**src/rtl/fetch_unit.sv**
```systemverilog
// Instruction fetch unit: issues one word fetch at a time from the current PC,
// holds the returned word for the decoder, and follows redirects. A stale
// response still in flight when a redirect arrives is discarded through a
// kill flag. A misaligned redirect target is fatal: the unit parks in HALT
// until reset.
module fetch_unit #(
    parameter logic [31:0] RESET_PC = 32'h0000_0000
) (
    input  logic        clk,
    input  logic        rst_n,
    output logic        imem_req_valid,
    input  logic        imem_req_ready,
    output logic [31:0] imem_addr,
    input  logic        imem_rsp_valid,
    input  logic [31:0] imem_rsp_data,
    input  logic        redirect,
    input  logic [31:0] redirect_pc,
    output logic        instr_valid,
    input  logic        instr_ready,
    output logic [31:0] instr,
    output logic [31:0] instr_pc,
    output logic        misalign_err
);

    typedef enum logic [2:0] {
        IDLE = 3'd0,
        REQ  = 3'd1,
        WAIT = 3'd2,
        FULL = 3'd3,
        HALT = 3'd4
    } state_t;

    state_t      state_q, state_d;
    logic [31:0] pc_q, pc_d;
    logic        kill_q, kill_d;
    logic [31:0] instr_q, instr_d;
    logic [31:0] instr_pc_q, instr_pc_d;
    logic        instr_valid_q, instr_valid_d;
    logic        req_valid_q, req_valid_d;
    logic        misalign_q, misalign_d;

    logic        redir_ok;
    logic        redir_bad;

    assign redir_ok  = redirect && (redirect_pc[1:0] == 2'b00);
    assign redir_bad = redirect && (redirect_pc[1:0] != 2'b00);

    // Next-state and next-output computation; redirects take priority over
    // every memory or decoder event in the same cycle.
    always_comb begin
        state_d    = state_q;
        pc_d       = pc_q;
        kill_d     = kill_q;
        instr_d    = instr_q;
        instr_pc_d = instr_pc_q;
        misalign_d = misalign_q;

        if (state_q != HALT && redir_bad) begin
            // Fatal: drop everything, any in-flight response is simply ignored.
            state_d    = HALT;
            misalign_d = 1'b1;
            kill_d     = 1'b0;
            instr_d    = 32'h0;
            instr_pc_d = 32'h0;
        end else if (state_q != HALT && redir_ok) begin
            pc_d    = redirect_pc;
            state_d = REQ;
            kill_d  = 1'b0;
            if (state_q == REQ && imem_req_ready) begin
                // The old request was accepted this cycle; its answer is stale.
                state_d = WAIT;
                kill_d  = 1'b1;
            end else if (state_q == WAIT && !imem_rsp_valid) begin
                // Still owed a response for the old PC; wait it out and drop it.
                state_d = WAIT;
                kill_d  = 1'b1;
            end
        end else begin
            case (state_q)
                IDLE: state_d = REQ;
                REQ: begin
                    if (imem_req_ready) begin
                        state_d = WAIT;
                    end
                end
                WAIT: begin
                    if (imem_rsp_valid) begin
                        if (kill_q) begin
                            kill_d  = 1'b0;
                            state_d = REQ;
                        end else begin
                            instr_d    = imem_rsp_data;
                            instr_pc_d = pc_q;
                            pc_d       = pc_q + 32'd4;
                            state_d    = FULL;
                        end
                    end
                end
                FULL: begin
                    if (instr_ready) begin
                        state_d = REQ;
                    end
                end
                HALT: state_d = HALT;
                default: state_d = IDLE;
            endcase
        end
    end

    // Handshake outputs are registered decodes of the next state.
    assign req_valid_d   = (state_d == REQ);
    assign instr_valid_d = (state_d == FULL);

    // State and output registers with asynchronous active-low reset.
    always_ff @(posedge clk or negedge rst_n) begin
        if (!rst_n) begin
            state_q       <= IDLE;
            pc_q          <= RESET_PC;
            kill_q        <= 1'b0;
            instr_q       <= 32'h0;
            instr_pc_q    <= 32'h0;
            instr_valid_q <= 1'b0;
            req_valid_q   <= 1'b0;
            misalign_q    <= 1'b0;
        end else begin
            state_q       <= state_d;
            pc_q          <= pc_d;
            kill_q        <= kill_d;
            instr_q       <= instr_d;
            instr_pc_q    <= instr_pc_d;
            instr_valid_q <= instr_valid_d;
            req_valid_q   <= req_valid_d;
            misalign_q    <= misalign_d;
        end
    end

    assign imem_req_valid = req_valid_q;
    assign imem_addr      = pc_q;
    assign instr_valid    = instr_valid_q;
    assign instr          = instr_q;
    assign instr_pc       = instr_pc_q;
    assign misalign_err   = misalign_q;

endmodule

```
**config.mk**
```make
export PLATFORM = sky130hd
export DESIGN_NAME = fetch_unit
export DESIGN_NICKNAME = d
export VERILOG_FILES = /design/src/rtl/fetch_unit.sv
export SDC_FILE = /design/constraint.sdc
export NUM_CORES = 1
export LEC_CHECK = 0
export CORE_AREA = 8 8 137 88
export DETAILED_ROUTE_END_ITERATION = 10
export DIE_AREA = 0 0 145 96
export PLACE_DENSITY_LB_ADDON = 0.08
export SETUP_SLACK_MARGIN = 0.5
export SYNTH_ARGS = -nofsm -noshare
export SYNTH_HDL_FRONTEND = slang
export SYNTH_SLANG_ARGS = --single-unit
```
**constraint.sdc**
```tcl
create_clock -name clk -period 5.4 [get_ports clk]
set_input_delay 1.08 -clock clk [delete_from_list [all_inputs] [get_ports clk]]
set_output_delay 1.08 -clock clk [all_outputs]
set_load 0.02 [all_outputs]
```
==> impl_metrics.yaml <==
run_status:
  status: "finished, final reports clean"
global_route:
  track_usage_pct: 21.4
  first_global_vias: 4517
  grt_max_degree: 70
  antenna_found_initial: 0
  grt_pass1_wl_um: 24100
  grt_overflow: 0
sta:
  finalSetupTns_ps: 0
  period_share_pct: 65.6
  slew_violations: 0
  hold_viol_final: 0
  setup_viol_count_final: 0
  fin_crit_ps: 3540
  rsz0062_at_grt: "false"
  finClkSkew_ps: 5.58
  fmax_mhz: 282
  slew_headroom_pct: 20.1
  tightest_slew_ps: 1200
  fin_ws_ps: 1860
setup_path:
  start_kind: "primary input"
  critPathCaptureType: "flop"
  timing.rr.start: "state_q[2]"
  rrSetupSlack_ps: 2600
  r2r-end: "imem_addr[23]"
  r2r_cells: 5
  path_class: "primary input to flop"
  crit_path_end: "imem_addr[23]"
  startpoint: "imem_rsp_valid"
  cp.required_ps: 5660
  path_max_fanout: 50
  crit_arrival_ps: 3800
power_and_ir_drop:
  power_frac_comb_pct: 34.2
  power_density_mw_per_mm2: 399
  total_leakage_power_nw: 3.08
  seqPwrFrac_pct: 41.6
  power_frac_clock_pct: 24.1
  ir_drop_mv: 0.179
  internal_power_mw: 1.72
  power_switching_uw: 995
  sw_frac_of_total_pct: 36.7
  p_total_mw: 2.71
clock_tree:
  cts.hold.buffers_added: 0
  htreeDepth: 3
  cts_root_buf: "clkbuf_16"
  clock-sinks: 103
  cts_tree: "yes"
  post_cts_resized: 0
  clockBufferDepth: 2
  post_cts_buffers: 0
  clk_latency_ps: 340
  numCtsBuffers: 9
  clkTransAtPathRegs_ps: 70
logic_synthesis:
  synth_common_cells: "nand2_1, dfrtp_1, nand3_1, nor2_1, clkbuf_1"
  synth_most_common_cell: "nand2_1"
  avgSynthCellArea_sq_um: 9.13
  synth_top_cell_by_area: "dfrtp_1"
  ys_ff_latch: 103
  ys.flop_type: "dfrtp_1"
  netlist_area_sq_mm: 0.00475
  synthTopCellsByArea: "dfrtp_1, nand2_1, nand3_1"
  yosysSeqAreaShare_pct: 54.3
  synth-edff-count: 0
  synth_fp_nets: 591
  synth_async_sr_flop_share_pct: 100
  yosysWarnings: 0
  synth_cell_types: 55
  yosysTopAreaCellShare_pct: 54.3
  syn_inst: 520
drt:
  via_count: 4522
  routed_wl_um: 15000
  postRouteAntennaNets: 0
  dr.pass1.iters: 5
  drc: 0
  vias_per_cell: 5.57
  routedWlPerCell_um: 18.5
  first_iter_violations: 379
floorplan:
  initial_core_util_pct: 46.9
  io_pins: 169
  die_h_um: 96
  die_w_um: 145
  row_count: 29
  die_area_sq_mm: 0.0139
  coreArea_sq_mm: 0.0101
layout:
  multi_input_area_sq_mm: 0.00200
  syn_to_final_growth_pct: 43.2
  final-seq-area_sq_mm: 0.00258
  drive_above_1_share_pct: 4.61
  final_util_pct: 67.1
  nNetsFinal: 740
  fill_cells: 826
  fin_area_sq_mm: 0.00680
  antenna_cells: 0
place:
  post-place-ws_ps: 1510
  postPlaceCellArea_sq_mm: 0.00650
  numPortBuffers: 168
  gp_congestion: 0.855
  place_hpwl_um: 10600
job:
  maxCapViolations: 0
min_path:
  holdCritPathClass: "flop to flop"
flip-flops by register name (all words and copies together) (netlist names):
register        flops
instr_pc           32
misalign_err        1
imem_req_valid      1
instr              32
instr_valid         1
kill_q              1
state_q             3
imem_addr          32
worst max-delay path, cell delays in order:
cell and delay, ps:
clkdlybuf4s50_1 520, or3b_4 420, or3_2 900, nor4_4 500, nand4_1 150, a211oi_2 190
final cells by class:
type,count,area share [%]
inverters,4,0.221
repair buffers,175,25.5
clock inverters,3,0.626
well taps,139,2.56
multi-input cells,376,29.4
clock buffers,12,3.77
flip-flops and latches,103,37.9
per-stage QoR:
stage | hold WS (ps) | cells
after floorplan | 525 | 520
after global placement | 449 | 797
after detailed placement | 453 | 797
after CTS | 469 | 812
after global routing | 498 | 812
final | 466 | 812
worst min-delay path by stage:
stage	from	end	cells after the start
2_1_floorplan	state_q[2]	state_q[1]	2
3_3_place_gp	misalign_err	misalign_err	1
3_5_place_dp	misalign_err	misalign_err	1
4_1_cts	misalign_err	misalign_err	1
5_1_grt	misalign_err	misalign_err	1
6_report	misalign_err	misalign_err	1
power by group through the flow:
stage	Clock [mW]	Combinational, mW	Sequential (mW)
floorplan	0	0.366	1.22
global placement	0	0.915	1.12
detailed placement	0	0.935	1.13
CTS	0.671	0.938	1.12
global route	0.697	1.00	1.15
finish	0.655	0.929	1.13
cell usage in the layout (no fill, tap or decap), types with 2 or more instances in the layout:
master	instances
and4_1	3
buf_4	8
a21o_1	2
nand3_1	72
a211oi_1	7
nand4_1	10
or3_1	2
a22o_1	3
o22ai_1	6
a211o_1	2
nor3b_1	3
clkbuf_16	9
inv_1	4
a21oi_1	15
nor4b_1	2
dfrtp_1	103
clkdlybuf4s50_1	167
o211a_1	3
nor2_1	29
nor3_1	8
o21a_1	3
and3_1	7
a311oi_1	9
and2_1	3
clkbuf_8	2
nor4_1	3
nor4_4	2
nand2b_1	2
o21ai_0	10
o32ai_1	3
nor2b_1	4
nand2_1	137
mux2i_1	3
per-layer routing:
metal  track usage (%)  vias up  share of wire (%)
li1                  -     2124                  -
met1              27.2     2185                 43
met2              34.0      200                 45
met3              9.34       13                 11
met4              3.74        0               0.72
met5                 0        -                  0
cells by family (layout without fill, tap and decap cells):
kind of cell	count (synthesis)	count (layout)	synth area share, %
muxes	3	3	0.632
adders and majority gates	1	1	0.263
xor gates and xnor gates	1	1	0.184
DFF	103	103	54.3
AOI/OAI and AO/OA	76	76	11.6
buffers and inverters	41	194	3.74
and+or+nand+nor	295	295	29.3
No activity file was read; power rests on OpenSTA's default activity.
